[config.mk]
export PLATFORM = sky130hd
export DESIGN_NAME = pool_sched_2x2
export DESIGN_NICKNAME = d
export VERILOG_FILES = /design/src/rtl/pool_pkg.sv /design/src/rtl/pool_reduce_2x2.sv /design/src/rtl/pool_sched_2x2.sv
export SDC_FILE = /design/constraint.sdc
export NUM_CORES = 1
export LEC_CHECK = 0
export ABC_AREA = 1
export CELL_PAD_IN_SITES_DETAIL_PLACEMENT = 1
export CELL_PAD_IN_SITES_GLOBAL_PLACEMENT = 2
export CORE_ASPECT_RATIO = 1.75
export CORE_MARGIN = 2
export CORE_UTILIZATION = 28
export CTS_CLUSTER_SIZE = 24
export DETAILED_ROUTE_END_ITERATION = 10
export GPL_ROUTABILITY_DRIVEN = 0
export PLACE_DENSITY_LB_ADDON = 0.1
export SLEW_MARGIN = 40
export SYNTH_ARGS = -nofsm -noshare
export SYNTH_HDL_FRONTEND = slang
export SYNTH_SLANG_ARGS = --single-unit
[constraint.sdc]
create_clock -name clk -period 3 [get_ports clk]
set_input_delay 0.3 -clock clk [delete_from_list [all_inputs] [get_ports clk]]
set_output_delay 0.3 -clock clk [all_outputs]
set_load 0.05 [all_outputs]
[src/rtl/pool_pkg.sv]
// Shared types and helpers for the 2x2 stride-2 pooling sequencer.
// Contents: pixel_t (signed pixel), pool_state_t (sequencer FSM states),
//           pool_avg4 (sum/4 with truncation toward zero).
package pool_pkg;

  localparam int POOL_DATA_W = 16;

  typedef logic signed [POOL_DATA_W-1:0] pixel_t;

  typedef enum logic [2:0] {
    IDLE,
    FETCH,
    DRAIN,
    WRITE,
    DONE
  } pool_state_t;

  // A plain arithmetic shift rounds toward minus infinity; biasing negative
  // sums by 3 first makes the divide truncate toward zero instead.
  function automatic logic signed [31:0] pool_avg4(input logic signed [31:0] sum);
    logic signed [31:0] adj;
    adj = (sum < 0) ? (sum + 32'sd3) : sum;
    return adj >>> 2;
  endfunction

endpackage

[src/rtl/pool_reduce_2x2.sv]
// Window reducer for the pooling sequencer: accumulates 4 pixels, presents the pooled value.
// Ports: clk/rst, clr (start a new window), cap_en (take pix this cycle), pix in, result out.
// Build option POOL_SCHED_MAX_EN: signed maximum instead of round-toward-zero average.
module pool_reduce_2x2
  import pool_pkg::*;
#(
  parameter int DATA_W = 16
) (
  input  logic                     clk,
  input  logic                     rst,
  input  logic                     clr,
  input  logic                     cap_en,
  input  logic signed [DATA_W-1:0] pix,
  output logic signed [DATA_W-1:0] result
);

`ifdef POOL_SCHED_MAX_EN

  // Running maximum; the first pixel after clr seeds it so that an
  // all-negative window is not clamped to the cleared value.
  logic signed [DATA_W-1:0] max_q, max_d;
  logic                     first_q, first_d;

  always_comb begin
    max_d   = max_q;
    first_d = first_q;
    if (clr) begin
      max_d   = '0;
      first_d = 1'b1;
    end else if (cap_en) begin
      if (first_q || (pix > max_q)) max_d = pix;
      first_d = 1'b0;
    end
  end

  always_ff @(posedge clk) begin
    if (rst) begin
      max_q   <= '0;
      first_q <= 1'b0;
    end else begin
      max_q   <= max_d;
      first_q <= first_d;
    end
  end

  assign result = max_q;

`else

  // Two guard bits hold the sum of 4 pixels without overflow.
  logic signed [DATA_W+1:0] acc_q, acc_d;

  always_comb begin
    acc_d = acc_q;
    if (clr)         acc_d = '0;
    else if (cap_en) acc_d = acc_q + (DATA_W+2)'(pix);
  end

  always_ff @(posedge clk) begin
    if (rst) acc_q <= '0;
    else     acc_q <= acc_d;
  end

  // |sum/4| never exceeds the pixel range, so truncation to DATA_W is exact.
  assign result = DATA_W'(pool_avg4(32'(acc_q)));

`endif

endmodule

[src/rtl/pool_sched_2x2.sv]
// 2x2 stride-2 pooling sequencer: reads windows from the input RAM, writes pooled pixels row-major.
// Ports: start/busy/done handshake, rd_en/rd_addr/rd_data (1-cycle read latency), wr_en/wr_addr/wr_data.
// Build option POOL_SCHED_MAX_EN selects max pooling (see pool_reduce_2x2); 6 cycles per output pixel.
module pool_sched_2x2
  import pool_pkg::*;
#(
  parameter int IMG_W  = 28,
  parameter int IMG_H  = 28,
  parameter int DATA_W = 16,
  parameter int ADDR_W = 10
) (
  input  logic                     clk,
  input  logic                     rst,
  input  logic                     start,
  output logic                     busy,
  output logic                     done,
  output logic                     rd_en,
  output logic [ADDR_W-1:0]        rd_addr,
  input  logic signed [DATA_W-1:0] rd_data,
  output logic                     wr_en,
  output logic [ADDR_W-1:0]        wr_addr,
  output logic signed [DATA_W-1:0] wr_data
);

  localparam int OUT_W = IMG_W / 2;
  localparam int OUT_H = IMG_H / 2;
  localparam bit EMPTY = (OUT_W == 0) || (OUT_H == 0);

  pool_state_t              state_q, state_d;
  logic [ADDR_W-1:0]        ox_q, ox_d, oy_q, oy_d;
  logic [1:0]               p_q, p_d;
  logic                     red_clr, red_cap;
  logic signed [DATA_W-1:0] red_val;
  logic                     last_col, last_row;

  assign last_col = (ox_q == ADDR_W'(OUT_W - 1));
  assign last_row = (oy_q == ADDR_W'(OUT_H - 1));

  always_comb begin
    state_d = state_q;
    ox_d    = ox_q;
    oy_d    = oy_q;
    p_d     = p_q;
    red_clr = 1'b0;
    red_cap = 1'b0;
    busy    = 1'b0;
    done    = 1'b0;
    rd_en   = 1'b0;
    rd_addr = '0;
    wr_en   = 1'b0;
    wr_addr = '0;
    wr_data = '0;
    unique case (state_q)
      IDLE: begin
        if (start) begin
          ox_d    = '0;
          oy_d    = '0;
          p_d     = '0;
          red_clr = 1'b1;
          state_d = EMPTY ? DONE : FETCH;
        end
      end
      FETCH: begin
        busy    = 1'b1;
        rd_en   = 1'b1;
        // p[0] selects the column, p[1] the row inside the window.
        rd_addr = ADDR_W'((2 * oy_q + p_q[1]) * IMG_W + 2 * ox_q + p_q[0]);
        // Read data lags the address by a cycle, so p=0 has nothing to take.
        red_cap = (p_q != 2'd0);
        p_d     = p_q + 2'd1;
        if (p_q == 2'd3) state_d = DRAIN;
      end
      DRAIN: begin
        busy    = 1'b1;
        red_cap = 1'b1;
        state_d = WRITE;
      end
      WRITE: begin
        busy    = 1'b1;
        wr_en   = 1'b1;
        wr_addr = ADDR_W'(oy_q * OUT_W + ox_q);
        wr_data = red_val;
        if (last_col) begin
          ox_d = '0;
          oy_d = oy_q + 1'b1;
        end else begin
          ox_d = ox_q + 1'b1;
        end
        if (last_col && last_row) begin
          state_d = DONE;
        end else begin
          state_d = FETCH;
          red_clr = 1'b1;
          p_d     = '0;
        end
      end
      DONE: begin
        done    = 1'b1;
        state_d = IDLE;
      end
      default: state_d = IDLE;
    endcase
  end

  always_ff @(posedge clk) begin
    if (rst) begin
      state_q <= IDLE;
      ox_q    <= '0;
      oy_q    <= '0;
      p_q     <= '0;
    end else begin
      state_q <= state_d;
      ox_q    <= ox_d;
      oy_q    <= oy_d;
      p_q     <= p_d;
    end
  end

  pool_reduce_2x2 #(
    .DATA_W(DATA_W)
  ) u_reduce (
    .clk   (clk),
    .rst   (rst),
    .clr   (red_clr),
    .cap_en(red_cap),
    .pix   (rd_data),
    .result(red_val)
  );

endmodule
# After elaboration in Yosys (flattened, before gate mapping)

Index checks and enable logic that the tools add are counted.
W data, S select, Z words.

Flip-flop bits (word level): 43
Bits of input ports: 19

$add $sub $neg: 9
Multiply operators: 2
Order comparisons: 1
Equal/unequal tests: 11
Mux-type cells: 24
Reduce and logical (&&, ||, !) cells: 11

Operators by type and width:

| operator                | number |
|---|---|
| $mux W10                | 5 |
| $pmux W10 S2            | 2 |
| $add A10 B1 Y10 const B | 2 |
| $add A10 B10 Y10        | 2 |
| $eq A10 B4 Y1 const B   | 2 |
| $add A18 B16 Y18        | 1 |
| $add A18 B3 Y18 const B | 1 |
| $lt A18 B1 Y1 const B   | 1 |
| $mux W18                | 1 |
| $mux W16                | 1 |
| $add A11 B1 Y12         | 1 |
| $mul A12 B3 Y8 const B  | 1 |
| $pmux W3 S4             | 1 |
| $add A10 B1 Y10         | 1 |
| $mul A10 B3 Y9 const B  | 1 |
| $mux W3                 | 3 |
| $ne A2 B2 Y1 const B    | 4 |
| $eq A3 B2 Y1 const B    | 2 |
| $mux W1                 | 6 |
| $pmux W2 S3             | 1 |
| $reduce_and A3 Y1       | 2 |
| $mux W2                 | 2 |
| $pmux W1 S2             | 2 |
| $reduce_and A2 Y1       | 2 |
| other kinds (10)        | 11 |

# Depth between registers and ports, before layout

Depth after elaboration: 5
Gate-level depth with buffers: 16

# By module

From an unflattened synthesis, not the netlist that was laid out.

Cells, all modules: 815
Area total of the unflattened synthesis: 5067.4 um^2

Modules (own cells, without submodules):

| module          | instances | cells each | area each (um^2) |
|---|---|---|---|
| pool_sched_2x2  | 1         | 477        | 3037.9 |
| pool_reduce_2x2 | 1         | 338        | 2029.4 |

# Worst setup path after synthesis

No wires, ideal clock.

Kind: register to output
Start point: register oy_q[0]
End point: output port wr_addr[8]
Arrival time: 3.888 ns
Setup slack: -1.188 ns
Stages on the path, launching flop included: 15
Cell sequence: dfxtp_1 fa_1 ha_1 inv_1 fa_1 inv_1 a21oi_1 xor2_1 inv_1 ha_1 a21o_1 a31oi_1 nand2_1 nand2_1 nor3b_1

Longest elaborated chain between the ends: 3

RTL lines:

| item                     | RTL line              | source |
|---|---|---|
| start: declaration       | pool_sched_2x2.sv:30  | `logic [ADDR_W-1:0] ox_q, ox_d, oy_q, oy_d;` |
| start signal: assignment | pool_sched_2x2.sv:114 | `oy_q <= oy_d;` |
| $mul A10 B3 Y9           | pool_sched_2x2.sv:81  | `wr_addr = ADDR_W'(oy_q * OUT_W + ox_q);` |
| $add A10 B10 Y10         | pool_sched_2x2.sv:81  |  |
| $mux W10                 | pool_sched_2x2.sv:53  | `unique case (state_q)` |
| end: declaration         | pool_sched_2x2.sv:21  | `output logic [ADDR_W-1:0] wr_addr,` |

Every way passes these cells.

# Final worst setup path

Same ends and word-level chain as after synthesis.

==> impl_metrics.yaml <==
clock_tree:
  clk_pin_slew_ps: 70
  hold_buffers: 0
  clk_latency_ps: 300
  cts_tree: "built"
  numClockSinks: 43
  root_buffer: "clkbuf_16"
  htreeDepth: 2
  cts_max_path_buffers: 2
  cts_buffers: 5
worst_setup_path:
  crit_fanout: 4
  max_stage_delay_ps: 570
  cp.required_ps: 2700
  crit_path_end_kind: "output port"
  crit_chain: "fa_1 > ha_2 > inv_2 > fa_2 > inv_2 > a21oi_2 > xor2_1 > inv_1 > ha_4 > a21o_1 > a31oi_1 > nand2_1 > nand2_1 > nor3b_4 > buf_12"
  critPathKind: "flop to output port"
  crit_arrival_ps: 3220
  start_kind: "flop"
  cp_slowest_cell: "fa_1"
synthesis:
  yosysSeqAreaShare: 0.179
  syn_avg_cell_area_um2: 6.40
  ys_warn_count: 0
  synth_top_area_frac: 0.179
  netlist_area_um2: 4800
  syn-num-nets: 836
  synth_cells: 750
  synth_seq_cells: 43
  yosysUniqueCellTypes: 42
  synthTopCellsByArea: "dfxtp_1 (18%), ha_1 (14%), nand2_1 (14%), a21oi_1 (9.1%), inv_1 (8.8%)"
  netlist.top_cell.by_area: "dfxtp_1"
timing:
  fmax_mhz: 284
  setup_viol: 11
  worst_slew_pin_slew_ps: 516
  final.setup.worst_slack_ps: -517
  finalMaxSlewViolations: 0
  relSlewSlack: 0.653
  hold_violations: 0
  fin_hold_ws_ps: 495
  period_needed_ps: 3520
  rsz0062_at_grt: "yes"
  final.period_utilization: 1.17
  fin_setup_tns_ps: -3530
  final.setup_skew_ps: 6.56
final_layout:
  multi_input_area_um2: 3750
  area_growth_pct: 40.4
  diodes: 0
  instances_no_fill: 1097
  layout_commonest_cell: "nand2_1"
  fill_cells: 2197
  nets: 955
  design_area_um2: 6740
  layout_common_cells: "nand2_1 (171), inv_1 (110), buf_4 (71), a21oi_1 (67), nor2_1 (62)"
  drive_above_1_share: 0.218
  ff_latch_area_um2: 878
detailed_routing:
  drtIter0Drc: 129
  antenna_left: 0
  avgViaCountPerCell: 4.89
  dr.pass1.iters: 4
  wl_per_cell_um: 16.4
  drc_errors: 0
  totalWireLength_um: 18000
  vias: 5362
global_route:
  first_global_vias: 6075
  grtUsageTotal: 0.209
  grt_max_degree: 23
  antenna_found_initial: 0
  grt_pass1_wl_um: 29100
  gr-total-overflow: 0
pwr:
  ir_drop_mv: 0.248
  p_leak_uw: 0.00306
  power_density_nw_per_um2: 318
  power_uw: 2140
floorplanning:
  num_rows: 63
  ios: 59
  die_x_um: 103
  start_util: 0.285
  die_y_um: 177
  coreArea_um2: 16900
  die_area_um2: 18300
min_path:
  hold_path.class: "flop to flop"
run_status:
  violations: "negative setup slack"
  status: "complete, but fails checks"
placement:
  dp_hpwl_um: 15200
  placed_cells: 1074
  portBuffers: 58
  place_area_um2: 6230
flow_run:
  cap_violations: 0
==> cell usage after synthesis (all sizes together) <==
| cell | count |
|---|---|
| o31ai | 2 |
| and2 | 1 |
| buf | 6 |
| nor3b | 1 |
| a21o | 1 |
| nor4 | 2 |
| nor3 | 14 |
| nand3 | 54 |
| clkinv | 2 |
| clkbuf | 4 |
| a211oi | 3 |
| dfxtp | 43 |
| ha | 55 |
| o21bai | 1 |
| a21oi | 87 |
| nor2 | 68 |
| o21ai | 38 |
| a31oi | 1 |
| inv | 120 |
| fa | 12 |
| o22ai | 1 |
| xor2 | 15 |
| and3 | 1 |
| or2 | 5 |
| nand4 | 18 |
| nand2 | 183 |
| xnor2 | 11 |
| o211ai | 1 |
==> metrics by stage <==
step                      setup slack, ps  utilization
after floorplan                      -305            -
after global placement               -289        0.370
after detailed placement             -279        0.370
after CTS                            -536        0.396
after global routing                 -755        0.400
final                                -517        0.400
==> final timing paths <==
kind                     start            endpoint  slack (ps)  cells past startpoint
max                    oy_q[0]          wr_addr[8]        -520                     15
max reg2reg  u_reduce.acc_q[0]  u_reduce.acc_q[12]         760                     12
min reg2reg             p_q[0]              p_q[0]         500                      2
min                     p_q[0]              p_q[0]         500                      2
==> power by group <==
part | switching, uW | internal [uW] | total (uW)
Clock | 262 | 479 | 740
Combinational | 492 | 240 | 732
Sequential | 63.4 | 608 | 671
==> repair_timing <==
item | CTS | global route
endpoints found under the hold margin | 0 | 0
setup buffers | 13 | 4
pin swaps | 31 | 24
gates resized for setup | 46 | 10
setup endpoints to repair | 11 | 11
==> sequential cells by signal, summed over array words and instances (netlist names) <==
name,cells
u_reduce.acc_q,18
ox_q,10
oy_q,10
state_q,3
p_q,2
==> area by class of cell <==
type / count / share of cell area
Multi-Input combinational cell: 575 / 0.557
Tap cell: 227 / 0.0421
Sequential cell: 43 / 0.130
Timing Repair Buffer: 122 / 0.175
Clock buffer: 6 / 0.0191
Clock inverter: 2 / 0.00891
Inverter: 122 / 0.0679
==> metal layers <==
layer	vias up	track usage	share of wire
met5	-	0	0
met2	64	0.458	0.63
met3	33	0.0162	0.014
li1	2667	-	-
met4	0	0.0965	0.041
met1	2598	0.170	0.32
==> worst max-delay path, delay by kind of cell, from the launching register on <==
kind / cells / cell delay (ps)
compound gates: 3 / 350
xor+xnor: 1 / 130
fa+ha+maj: 4 / 1340
buf+inv: 4 / 370
flops: 1 / 360
simple gates: 3 / 350
==> cell families (layout without fill, tap and decap cells) <==
group                      after synthesis  in the layout  synth area share
buffers and inverters                  132            252             0.108
AOI/OAI and AO/OA                      135            135             0.151
and+or+nand+nor                        347            347             0.320
xor gates and xnor gates                26             26            0.0474
DFF                                     43             43             0.179
adders and majority gates               67             67             0.193
Note: power is estimated with default switching activity, not from simulation.
==> RTL edit 1: new RTL, same settings <==
Take the reset off `ox_q` and load it in a clocked block of its own.
--- a/src/rtl/pool_sched_2x2.sv
+++ b/src/rtl/pool_sched_2x2.sv
@@ -107,3 +107,2 @@
       state_q <= IDLE;
-      ox_q    <= '0;
       oy_q    <= '0;
@@ -112,3 +111,2 @@
       state_q <= state_d;
-      ox_q    <= ox_d;
       oy_q    <= oy_d;
@@ -116,2 +114,6 @@
     end
+  end
+
+  always_ff @(posedge clk) begin
+    ox_q <= ox_d;
   end
Behaviour: no difference found for any inputs over 4 cycles, from zero or initial values and one cycle with rst high; that may be too few to reach the edited logic, so the function may still have changed.
==> RTL edit 1 against the original RTL <==
- the flow still finishes with violations (setup timing)
- count of clock-buffer cells in the layout shrank 1
- sequential cell count unchanged
- setup slack got worse by 0.0062 ns
- routed wire length down 3.9%
- first-iteration DRC count shrank 23%
- sequential share of layout area is 1.1 points higher
- area after synthesis rose by 2.1%
- largest power group is now combinational logic
- power increased by 29%
- die area grew 2.0%
- via count decreased by 2.7%
- maximum frequency down 0.18%
- final area increased by 2.0%
- register-to-register slack gained 0.03 ns
- critical endpoint unchanged
==> RTL edit 1: results (changes against the original RTL) <==
Syn_nets -> 823 (was 836)
Global-route wire length before repair -> 28100 µm (was 29100 µm)
Synth top cells by count -> nand2_1, inv_1, a21oi_1 (unchanged)
Worst r2r path cells -> 13 (was 12)
Grt met1 use -> 16.5% (was 17.0%)
Post-synthesis xor/xnor area fraction -> 5.36% (was 4.74%)
Post-Synth Adder-Cell Area -> 18.9% (was 19.3%)
Outcome -> finished, violations left (unchanged)
Non-Filler Instances -> 1081 (was 1097)
Share of post-route cells with drive strength above 1 -> 21.5% (was 21.8%)
Hold_ws -> 0.502 ns (was 0.495 ns)
Seq pwr share -> 27.5% (was 31.3%)
Grt met3 use -> 1.45% (was 1.62%)
Final WL -> 17300 µm (was 18000 µm)
Clk power -> 557 µW (was 740 µW)
Net Sw Frac -> 44.7% (was 38.1%)
DR WL met3 -> 261 µm (was 247 µm)
Worst R2R End -> u_reduce.acc_q[16]$_SDFFE_PP0P_ (was u_reduce.acc_q[12]$_SDFFE_PP0P_)
Clk_skew -> 0.00945 ns (was 0.00656 ns)
Cells after Synth -> 737 (was 750)
Final setup margin -> -0.523 ns (was -0.517 ns)
Failing checks -> setup timing (unchanged)
Area after DPL -> 0.00649 mm² (was 0.00623 mm²)
WL met2 -> 10400 µm (was 11300 µm)
Pleak -> 3.18 nW (was 3.06 nW)
P_seq -> 763 µW (was 671 µW)
Nets -> 935 (was 955)
Setup TNS -> -3.54 ns (was -3.53 ns)
Via count -> 5215 (was 5362)
Synth Area in Compound Gates -> 13.2% (was 15.1%)
Setup violations, final -> 11 (unchanged)
Netlist cell types -> 48 (was 42)
Rel. slew slack -> 65.9% (was 65.3%)
Met1 wire length -> 5780 µm (was 5740 µm)
Hold EP -> p_q[0]$_SDFFE_PP0P_ (unchanged)
Placement Setup Slack -> -0.296 ns (was -0.279 ns)
Drt first-iter violations -> 99 (was 129)
Met2 Usage GRT -> 42.5% (was 45.8%)
Post-synthesis sequential area ratio -> 19.6% (was 17.9%)
Vias in the first global route -> 5741 (was 6075)
Dpl hpwl -> 14600 µm (was 15200 µm)
Overall routing resource usage -> 19.3% (was 20.9%)
EDFF count, synth -> 10 (was 0)
Top post-synthesis cells by area -> ha_1, dfxtp_1, nand2_1 (was dfxtp_1, ha_1, nand2_1)
Mux share of post-synthesis cell area -> 0.204% (was 0%)
Yosys top cell area share -> 14.0% (was 17.9%)
Largest net degree at the start of global routing -> 20 (was 23)
Max IR drop VDD -> 0.000224 V (was 0.000248 V)
[RTL edit 1: cell count changes in the layout (fill, tap and decap cells not counted), moves of 5 or more]
cell,change
dfxtp_1,-9
edfxtp_1,+10
a21oi_2,-5
buf_4,-12
xor2_1,+9
nand2_1,-11
buf_12,+13
o21ai_0,-8
[RTL edit 1: area by class of cell]
type | instances | area [µm²]
Multi-Input combinational cell | 561 | 3720
Sequential cell | 43 | 975
Clock buffer | 5 | 125
Timing Repair Buffer | 116 | 1280
Clock inverter | 3 | 20.0
Inverter | 122 | 467
Fill cell | 2220 | 10400
Tap cell | 231 | 289
[RTL edit 1: repair_timing]
item / CTS / global route
endpoints found under the setup margin: 11 / 11
setup buffers: 6 / 3
resized for setup: 34 / 20
pin swaps: 23 / 24
==> RTL edit 2: new RTL, same flow settings <==
Without the edit above. Set the parameter `ADDR_W` to 11 (it was 10).
--- a/src/rtl/pool_sched_2x2.sv
+++ b/src/rtl/pool_sched_2x2.sv
@@ -9,3 +9,3 @@
   parameter int DATA_W = 16,
-  parameter int ADDR_W = 10
+  parameter int ADDR_W = 11
 ) (
Ports: changed (resized rd_addr and wr_addr); port bits go from 59 to 61. The function was not compared with the original's and may differ.
==> RTL edit 2 against the original RTL <==
- the run still ends with setup timing left
- power decreased by 2.8%
- critical path type unchanged
- maximum frequency shrank 5.1%
- setup slack worse by 0.19 ns
- final area rose by 12%
- routed wire length up 9.6%
- highest routed layer unchanged
- area after synthesis up 7.1%
- largest power group is now combinational logic
- non-clock buffer count increased by 21
- sequential cell count increased by 2
==> RTL edit 2: results (changes against the original RTL) <==
Outcome -> finished, violations left (unchanged)
Crit-path max FO -> 3 (was 4)
Area after DPL -> 0.00692 mm² (was 0.00623 mm²)
Net Sw Frac -> 40.3% (was 38.1%)
ClkCell Share -> 2.14% (was 2.80%)
Largest net degree at the start of global routing -> 25 (was 23)
Signal buffers -> 143 (was 122)
Setup violations, final -> 13 (was 11)
Post-synthesis sequential area ratio -> 17.5% (was 17.9%)
Clock buffer cells -> 7 (was 6)
Share of post-route cells with drive strength above 1 -> 25.7% (was 21.8%)
Inverters, non-clock -> 119 (was 122)
Top post-synthesis cells by area -> dfxtp_1, ha_1, nand2_1 (unchanged)
Largest Pwr Group -> combinational logic (was the clock network)
Failing checks -> setup timing (unchanged)
Fraction of area in multi-input gates -> 56.0% (was 55.7%)
Worst path arrival time -> 3.41 ns (was 3.22 ns)
Pleak -> 3.34 nW (was 3.06 nW)
Netlist cell types -> 43 (was 42)
WL/cell -> 16.6 µm (was 16.4 µm)
Synth top cells by count -> nand2_1, inv_1, a21oi_1 (unchanged)
Max IR drop VDD -> 0.000264 V (was 0.000248 V)
PortBufs -> 60 (was 58)
Clk_skew -> 0.0164 ns (was 0.00656 ns)
Dpl hpwl -> 16400 µm (was 15200 µm)
Placement Setup Slack -> -0.490 ns (was -0.279 ns)
PwrDens -> 277 mW/mm² (was 318 mW/mm²)
Final setup margin -> -0.707 ns (was -0.517 ns)
==> RTL edit 2: cell count changes after synthesis, moves of 5 or more <==
cell | unedited run | this run
a21oi_1 | 87 | 92
nand2_1 | 179 | 192
nand3_1 | 50 | 55
nand3_2 | 1 | 6
nand4_1 | 16 | 10
nor2_1 | 66 | 82
nor3_1 | 14 | 26
o21ai_0 | 35 | 43
==> RTL edit 2: per-layer routing <==
| metal | vias to the layer above | track usage (%) | wire (µm) |
|---|---|---|---|
| met5 | - | 0 | 0 |
| met4 | 0 | 9.25 | 896 |
| met3 | 42 | 1.99 | 361 |
| met2 | 79 | 44.7 | 11900 |
| met1 | 2802 | 18.6 | 6570 |
| li1 | 2918 | - | - |
==> RTL edit 2: worst paths after layout <==
check / from / cells past startpoint / slack [ns] / end
setup / recovery: oy_q[0]$_SDFFE_PP0P_ / 18 / -0.71 / wr_addr[10]
hold / removal: p_q[0]$_SDFFE_PP0P_ / 2 / 0.50 / p_q[0]$_SDFFE_PP0P_
setup reg to reg: state_q[0]$_SDFFE_PP0P_ / 8 / 0.64 / oy_q[3]$_SDFFE_PP0P_
hold reg to reg: p_q[0]$_SDFFE_PP0P_ / 2 / 0.50 / p_q[0]$_SDFFE_PP0P_
==> RTL edit 2: repair_timing <==
action	in CTS	in global routing
pin swaps	37	26
cloned	0	0
setup endpoints to repair	13	14
hold buffers	0	0
setup buffers	12	6
gates resized for setup	56	32
==> RTL edit 2: kinds of logic after synthesis <==
group / after synthesis / share of synthesized area [%]
DFF: 45 / 17.5
buffers and inverters: 128 / 9.85
AOI/OAI and AO/OA: 151 / 15.8
xor gates and xnor gates: 27 / 4.60
adders and majority gates: 72 / 19.4
and+or+nand+nor: 388 / 32.8
